<file path="config.mk">
export PLATFORM = sky130hd
export DESIGN_NAME = vga_ctrl_flat
export DESIGN_NICKNAME = d
export VERILOG_FILES = /design/src/rtl/vga_timing_pkg.sv /design/src/rtl/vga_ctrl_if.sv /design/src/rtl/vga_ctrl_wrap_counter.sv /design/src/rtl/vga_ctrl.sv /design/src/flat_wrapper.sv
export SDC_FILE = /design/constraint.sdc
export NUM_CORES = 1
export LEC_CHECK = 0
export BUFFER_PORTS_ARGS = -buffer_cell sky130_fd_sc_hd__buf_2
export CAP_MARGIN = 5
export CORE_ASPECT_RATIO = 0.6
export CORE_MARGIN = 5
export CORE_UTILIZATION = 54
export CTS_CLUSTER_SIZE = 10
export DETAILED_ROUTE_END_ITERATION = 7
export GPL_TIMING_DRIVEN = 0
export PLACE_DENSITY = 0.86
export SYNTH_ARGS = -nofsm -noshare
export SYNTH_HDL_FRONTEND = slang
export SYNTH_SLANG_ARGS = --single-unit
</file>
<file path="constraint.sdc">
create_clock -name vga_clk -period 3.8 [get_ports vga_clk]
set_clock_uncertainty 0.05 [all_clocks]
set_input_delay 0.38 -clock vga_clk [delete_from_list [all_inputs] [get_ports vga_clk]]
set_output_delay 0.38 -clock vga_clk [all_outputs]
set_load 0.02 [all_outputs]
</file>
<file path="src/rtl/vga_timing_pkg.sv">
// Shared VGA timing defaults (640x480 @ 60 Hz) and common types for the
// vga_ctrl slice.
package vga_timing_pkg;

    localparam int unsigned H_SYNC_DEF  = 96;
    localparam int unsigned H_BACK_DEF  = 48;
    localparam int unsigned H_VALID_DEF = 640;
    localparam int unsigned H_FRONT_DEF = 16;
    localparam int unsigned V_SYNC_DEF  = 2;
    localparam int unsigned V_BACK_DEF  = 33;
    localparam int unsigned V_VALID_DEF = 480;
    localparam int unsigned V_FRONT_DEF = 10;

    localparam int unsigned H_TOTAL = H_SYNC_DEF + H_BACK_DEF + H_VALID_DEF + H_FRONT_DEF;
    localparam int unsigned V_TOTAL = V_SYNC_DEF + V_BACK_DEF + V_VALID_DEF + V_FRONT_DEF;

    localparam int unsigned RGB_W = 16;
    localparam int unsigned CNT_W = 10;

    typedef logic [RGB_W-1:0] rgb565_t;
    typedef logic [CNT_W-1:0] cnt_t;

endpackage

</file>
<file path="src/rtl/vga_ctrl_if.sv">
// Pixel-fetch handshake between the VGA timing controller (master) and the
// pixel source (slave); data returns the cycle after the request.
interface vga_ctrl_if;
    import vga_timing_pkg::*;

    logic    pix_data_req;
    cnt_t    pix_x;
    cnt_t    pix_y;
    rgb565_t pix_data;

    modport master (
        output pix_data_req,
        output pix_x,
        output pix_y,
        input  pix_data
    );

    modport slave (
        input  pix_data_req,
        input  pix_x,
        input  pix_y,
        output pix_data
    );

endinterface

</file>
<file path="src/rtl/vga_ctrl_wrap_counter.sv">
// Modulo-N up counter with enable; wrap flags the enabled cycle on which the
// count returns to zero.
module wrap_counter
    import vga_timing_pkg::*;
#(
    parameter int unsigned MODULUS = H_TOTAL,
    parameter int unsigned WIDTH   = CNT_W
) (
    input  logic             clk,
    input  logic             rst_n,
    input  logic             en,
    output logic [WIDTH-1:0] cnt,
    output logic             wrap
);

    localparam logic [WIDTH-1:0] LAST = WIDTH'(MODULUS - 1);

    assign wrap = en && (cnt == LAST);

    always_ff @(posedge clk or negedge rst_n) begin
        if (!rst_n) begin
            cnt <= '0;
        end else if (en) begin
            cnt <= wrap ? '0 : cnt + WIDTH'(1);
        end
    end

endmodule

</file>
<file path="src/rtl/vga_ctrl.sv">
// VGA timing generator: h/v counters with combinational sync, blanking,
// pixel-request and frame-end decodes.
module vga_ctrl
    import vga_timing_pkg::*;
#(
    parameter int unsigned H_SYNC  = H_SYNC_DEF,
    parameter int unsigned H_BACK  = H_BACK_DEF,
    parameter int unsigned H_VALID = H_VALID_DEF,
    parameter int unsigned H_FRONT = H_FRONT_DEF,
    parameter int unsigned V_SYNC  = V_SYNC_DEF,
    parameter int unsigned V_BACK  = V_BACK_DEF,
    parameter int unsigned V_VALID = V_VALID_DEF,
    parameter int unsigned V_FRONT = V_FRONT_DEF
) (
    input  logic       vga_clk,
    input  logic       sys_rst_n,
    vga_ctrl_if.master pix,
    output logic       hsync,
    output logic       vsync,
    output rgb565_t    rgb,
    output logic       rgb_valid,
    output logic       frame_end
);

    localparam int unsigned H_TOT = H_SYNC + H_BACK + H_VALID + H_FRONT;
    localparam int unsigned V_TOT = V_SYNC + V_BACK + V_VALID + V_FRONT;

    localparam cnt_t H_SYNC_END = CNT_W'(H_SYNC);
    localparam cnt_t V_SYNC_END = CNT_W'(V_SYNC);
    localparam cnt_t H_VIS_BEG  = CNT_W'(H_SYNC + H_BACK);
    localparam cnt_t H_VIS_END  = CNT_W'(H_SYNC + H_BACK + H_VALID - 1);
    localparam cnt_t H_REQ_BEG  = CNT_W'(H_SYNC + H_BACK - 1);
    localparam cnt_t H_REQ_END  = CNT_W'(H_SYNC + H_BACK + H_VALID - 2);
    localparam cnt_t V_VIS_BEG  = CNT_W'(V_SYNC + V_BACK);
    localparam cnt_t V_VIS_END  = CNT_W'(V_SYNC + V_BACK + V_VALID - 1);

    cnt_t h_cnt;
    cnt_t v_cnt;
    logic h_wrap;
    logic v_wrap;
    logic h_vis;
    logic h_req;
    logic v_vis;

    wrap_counter #(.MODULUS(H_TOT), .WIDTH(CNT_W)) u_h_cnt (
        .clk   (vga_clk),
        .rst_n (sys_rst_n),
        .en    (1'b1),
        .cnt   (h_cnt),
        .wrap  (h_wrap)
    );

    wrap_counter #(.MODULUS(V_TOT), .WIDTH(CNT_W)) u_v_cnt (
        .clk   (vga_clk),
        .rst_n (sys_rst_n),
        .en    (h_wrap),
        .cnt   (v_cnt),
        .wrap  (v_wrap)
    );

    // Request window leads the visible window by one cycle to cover the
    // source's one-cycle read latency.
    always_comb begin
        h_vis = (h_cnt >= H_VIS_BEG) && (h_cnt <= H_VIS_END);
        h_req = (h_cnt >= H_REQ_BEG) && (h_cnt <= H_REQ_END);
        v_vis = (v_cnt >= V_VIS_BEG) && (v_cnt <= V_VIS_END);

        hsync            = (h_cnt >= H_SYNC_END);
        vsync            = (v_cnt >= V_SYNC_END);
        rgb_valid        = h_vis && v_vis;
        pix.pix_data_req = h_req && v_vis;
        pix.pix_x        = pix.pix_data_req ? (h_cnt - H_REQ_BEG) : '0;
        pix.pix_y        = pix.pix_data_req ? (v_cnt - V_VIS_BEG) : '0;
        rgb              = rgb_valid ? pix.pix_data : '0;
        frame_end        = v_wrap;
    end

endmodule

</file>
<file path="src/flat_wrapper.sv">
// flat-port wrapper written by rule: the top's interface ports become plain ports
module vga_ctrl_flat import vga_timing_pkg::*;
#(
    parameter int unsigned H_SYNC  = H_SYNC_DEF,
    parameter int unsigned H_BACK  = H_BACK_DEF,
    parameter int unsigned H_VALID = H_VALID_DEF,
    parameter int unsigned H_FRONT = H_FRONT_DEF,
    parameter int unsigned V_SYNC  = V_SYNC_DEF,
    parameter int unsigned V_BACK  = V_BACK_DEF,
    parameter int unsigned V_VALID = V_VALID_DEF,
    parameter int unsigned V_FRONT = V_FRONT_DEF
)
  (vga_clk, sys_rst_n, hsync, vsync, rgb, rgb_valid, frame_end, pix_pix_data_req, pix_pix_x, pix_pix_y, pix_pix_data);
  vga_ctrl_if pix_i ();
  input  logic vga_clk;
  input  logic sys_rst_n;
  output logic hsync;
  output logic vsync;
  output rgb565_t rgb;
  output logic rgb_valid;
  output logic frame_end;
  output wire logic [$bits(pix_i.pix_data_req)-1:0] pix_pix_data_req;
  output wire logic [$bits(pix_i.pix_x)-1:0] pix_pix_x;
  output wire logic [$bits(pix_i.pix_y)-1:0] pix_pix_y;
  input wire logic [$bits(pix_i.pix_data)-1:0] pix_pix_data;
  assign pix_pix_data_req = pix_i.pix_data_req;
  assign pix_pix_x = pix_i.pix_x;
  assign pix_pix_y = pix_i.pix_y;
  assign pix_i.pix_data = pix_pix_data;
  vga_ctrl #(.H_SYNC(H_SYNC), .H_BACK(H_BACK), .H_VALID(H_VALID), .H_FRONT(H_FRONT), .V_SYNC(V_SYNC), .V_BACK(V_BACK), .V_VALID(V_VALID), .V_FRONT(V_FRONT)) u_core (.vga_clk(vga_clk), .sys_rst_n(sys_rst_n), .pix(pix_i), .hsync(hsync), .vsync(vsync), .rgb(rgb), .rgb_valid(rgb_valid), .frame_end(frame_end));
endmodule
</file>
# == After elaboration in Yosys (flattened, before gate mapping) ==
# Index checks and enable logic that the tools add are counted.
# word_totals
register_bits,20
in_bits,18
output_inout_bits,41
word_cells,27
# classes
n_addsub,4
n_lt_le_gt_ge,8
eq_ne,2
n_mux,5
reduce_logical,6
# op_table
operator,count
10-bit 2-to-1 mux,4
10-bit <= comparator (second input constant),3
10-bit by 1-bit adder with 10-bit output (second input constant),2
10-bit equality test (second input constant),2
10-bit by 8-bit >= comparator with 1-bit output (second input constant),2
16-bit 2-to-1 mux,1
10-bit by 2-bit >= comparator with 1-bit output (second input constant),1
10-bit by 6-bit >= comparator with 1-bit output (second input constant),1
10-bit by 7-bit >= comparator with 1-bit output (second input constant),1
10-bit by 6-bit subtractor with 10-bit output (second input constant),1
10-bit by 8-bit subtractor with 10-bit output (second input constant),1
1-bit logical AND,6

# == Longest topological paths before layout ==
# depth
depth_word,4
mapped_depth,7
mapped_depth_nobuf,6

# == By module ==
# Synthesis repeated with hierarchy kept, for this count alone.
# hier_totals
hier_cells,200
hier_area_um2,1755.4
# by_module_without_submodules
mod,n_inst,cells_per_inst,area_per_inst_um2,seq_area_each_um2
vga_ctrl,1,101,684.4,0.0
wrap_counter at u_core.u_v_cnt,1,52,544.3,250.2
wrap_counter at u_core.u_h_cnt,1,47,526.8,250.2

# == Least setup slack after synthesis ==
# OpenSTA, ideal clock, no wires.
# synth_timing
path_type,register to output
start,register u_core.u_h_cnt.cnt[6]
end,output port pix_pix_y[2]
arrival_ns,2.114
t_required_ns,3.370
setup_slack_ns,1.256
stages_incl_launch_ff,6
n_path_buf,1
path_cell_list,dfrtp_1 buf_6 or4_1 a32o_1 nand2b_4 nor4_1
# synth_via
elab_chain_cells,4
word_cells_on_any_way,5
cone_classes,order compare (2); mux (1); reduce/logical (2)
# synth_lines
element,line_no,text
start: declaration,vga_ctrl_wrap_counter.sv:12,"output logic [WIDTH-1:0] cnt,"
start signal: assignment,vga_ctrl_wrap_counter.sv:24,cnt <= wrap ? '0 : cnt + WIDTH'(1);
10-bit by 8-bit >= comparator with 1-bit output / 10-bit <= comparator (equally long branches),vga_ctrl.sv:65,h_req = (h_cnt >= H_REQ_BEG) && (h_cnt <= H_REQ_END);
1-bit logical AND (*),vga_ctrl.sv:65,
1-bit logical AND (*),vga_ctrl.sv:71,pix.pix_data_req = h_req && v_vis;
10-bit 2-to-1 mux (*),vga_ctrl.sv:73,pix.pix_y = pix.pix_data_req ? (v_cnt - V_VIS_BEG) : '0;
end: declaration,flat_wrapper.sv:24,output wire logic [$bits(pix_i.pix_y)-1:0] pix_pix_y;
# Mark *: on every way between the ends. The rest lies on a longest branch, timed or not.

# == Worst setup path after layout ==
# layout_timing
start,register u_core.u_v_cnt.cnt[1]
end,output port pix_pix_x[8]
# layout_via
elab_chain_cells,4
word_cells_on_any_way,5
cone_classes,order compare (2); mux (1); reduce/logical (2)
# layout_lines
element,line_no,text
start: declaration,vga_ctrl_wrap_counter.sv:12,
start signal: assignment,vga_ctrl_wrap_counter.sv:24,
10-bit by 6-bit >= comparator with 1-bit output / 10-bit <= comparator (equally long branches),vga_ctrl.sv:66,v_vis = (v_cnt >= V_VIS_BEG) && (v_cnt <= V_VIS_END);
1-bit logical AND (*),vga_ctrl.sv:66,
1-bit logical AND (*),vga_ctrl.sv:71,
10-bit 2-to-1 mux (*),vga_ctrl.sv:72,pix.pix_x = pix.pix_data_req ? (h_cnt - H_REQ_BEG) : '0;
end: declaration,flat_wrapper.sv:23,output wire logic [$bits(pix_i.pix_x)-1:0] pix_pix_x;
# Marks and branches as above.

==> results.cfg <==
[clock_network]
postCtsSetupBuffers = 0
cts_made_buffers = 3
clkSlewWorstSetupHoldPaths_ps = 70
cts_tree = built
root_buffer = clkbuf_8
clock_sink_count = 20
cts-htree-levels = 1
ctsHoldBuffers = 0
clk_latency_ps = 260
cts_max_path_buffers = 2
cts-resized-gates = 0

[routing]
drc = 0
wirelength_mm = 4.21
post_drt_wl_per_cell_um = 13.9
dr.pass1.iters = 4
drt_iter0_drc = 111
wl_met2_mm = 1.62
top_layer = met4
wl_met1_mm = 1.93
wl_met3_um = 634
vias_per_cell = 5.33
postRouteAntennaNets = 0
vias = 1614

[global_route]
grt_pass1_vias = 1400
antenna_found_initial = 0
grt_usage_pct = 20.8
grt_pass1_wl_mm = 6.82
grt_max_degree = 21
grt-ovfl-total = 0

[timing]
hold_ws_ps = 3.73
timing.slew.headroom_pct = 49.6
tns_ps = 0
worst_pin_slew_ps = 750
fin_crit_ps = 3010
rsz0062_at_grt = false
maxSlewViolCount = 0
fmax_mhz = 333
hold_viol_final = 0
finalSetupViolCount = 0
min_period_over_period_pct = 79.1

[place]
portBuffers = 58
globalplace.congestion = 0.856
dpl_cell_area_um2 = 2000
dp_hpwl_mm = 3.35

[synthesis]
synth-main-ff-cell = dfrtp_1
synth.distinct_cells = 45
netlist_instances = 200
syn_area_um2 = 1660
async_flop_share_pct = 100
synth_top_area_share_pct = 30.2
synth.most_common_cell = nor3_1
yosys_warnings = 0
synth.area.top_cells = dfrtp_1, xnor2_1, nor3_1
syn_avg_cell_area_um2 = 8.30
syn_nets = 223
synth_common_cells = nor3_1, dfrtp_1, and2_1
synth-edff-count = 0
ys_ff_latch = 20
synth_top_cell_by_area = dfrtp_1
yosysSeqAreaShare_pct = 30.2

[pwr]
vdd_drop_max_v = 0.000222
cellLeakagePower_uw = 0.00101
powerDensity_nw_per_um2 = 179

[critical_path]
crit_path_max_fanout = 10
crit_chain = ha_1 > o41ai_1 > a32o_1 > nand2b_4 > buf_4 > nor3_1 > buf_2
path_class = reg2out
crit_path_end_kind = output port
slowest_stage = o41ai_1
required_ps = 3370
critPathArrivalTime_ps = 2580
max_stage_delay_ps = 610
startpoint_type = register

[run_status]
outcome = complete, no violations

[flow_run]
drv_cap = 0

[final_layout]
syn2layout_area_growth_pct = 23.2
drive_gt1_share_pct = 28.7
nNetsFinal = 286
diodes = 0
final_cell_area_um2 = 2040

[floorplan]
fp.dieH_um = 52.9
core_um2 = 2910
die_w_um = 81.6
initial_core_util_pct = 57.0
dieArea_um2 = 4320
rows = 15
ios = 59

[min_path]
min_path_type = in2async
[worst max-delay path, delay by kind of cell (launching register included)]
family	cells	cell delay [ps]
simple gates	2	250
buf+inv	2	350
fa+ha+maj	1	290
compound gates	2	950
flops	1	470
[final timing paths]
| kind | start | endpoint | slack [ps] | cells after the start |
|---|---|---|---|---|
| setup / recovery | u_core.u_v_cnt.cnt[1] | pix_pix_x[8] | 790 | 7 |
| hold / removal | sys_rst_n | u_core.u_h_cnt.cnt[6] | 4 | 1 |
| setup reg to reg | u_core.u_h_cnt.cnt[0] | u_core.u_v_cnt.cnt[6] | 1560 | 6 |
| hold reg to reg | u_core.u_h_cnt.cnt[0] | u_core.u_h_cnt.cnt[0] | 490 | 1 |
| max in group asynchronous | sys_rst_n | u_core.u_v_cnt.cnt[7] | 3380 | 1 |
| min in group vga_clk | u_core.u_h_cnt.cnt[0] | u_core.u_h_cnt.cnt[0] | 490 | 1 |
[stage by stage]
step                      util [%]  total power, µW  cells  worst slack, ps
final                         70.2              365    303              795
after global routing          70.2              381    303              569
after detailed placement      68.8              229    300             1050
after floorplan                  -              217    200             1260
after global placement        68.8              229    300             1100
after CTS                     70.2              368    303              756
[power breakdown]
group          total, µW  switching (µW)  leakage [µW]  internal [µW]
registers            213               0      0.000265            213
clock network        141            69.9     0.0000216           70.8
logic               11.4            5.37      0.000724           6.04
total                365            75.3       0.00101            290
[cells by family after synthesis]
group,synth area share (%)
AND/OR/NAND/NOR,34.0
buffers and inverters,8.37
flip-flops,30.2
adder cells (fa/ha/maj),3.77
AO/OA/AOI/OAI,14.2
XOR/XNOR,9.50
[layout by cell type (no fill, tap or decap), types with 4 or more instances in the layout]
master / instances
nor2_1: 13
nand2_1: 7
xnor2_1: 13
nand4_1: 5
dfrtp_1: 20
or3_1: 4
inv_1: 9
nor3_1: 22
buf_2: 63
ha_1: 5
and3_1: 5
and2_1: 17
o21ai_0: 10
clkbuf_1: 9
xor2_1: 5
nand3_1: 7
[per-layer routing]
metal	track usage, %	up-vias
li1	-	828
met1	29.9	702
met2	30.4	79
met3	6.29	5
met4	4.21	0
met5	0	-
[registers in the layout, indices dropped and copies added, names as in the netlist]
name / count
u_core.u_v_cnt.cnt: 10
u_core.u_h_cnt.cnt: 10
[area by class of cell]
cell class / instances / area [µm²]
well taps: 42 / 52.6
multi-input cells: 152 / 1020
repair buffers: 58 / 290
clock buffers: 3 / 41.3
inverters: 9 / 33.8
flip-flops and latches: 20 / 500
plain buffers: 19 / 105
fillers: 241 / 866
(Power assumes the default switching activity.)
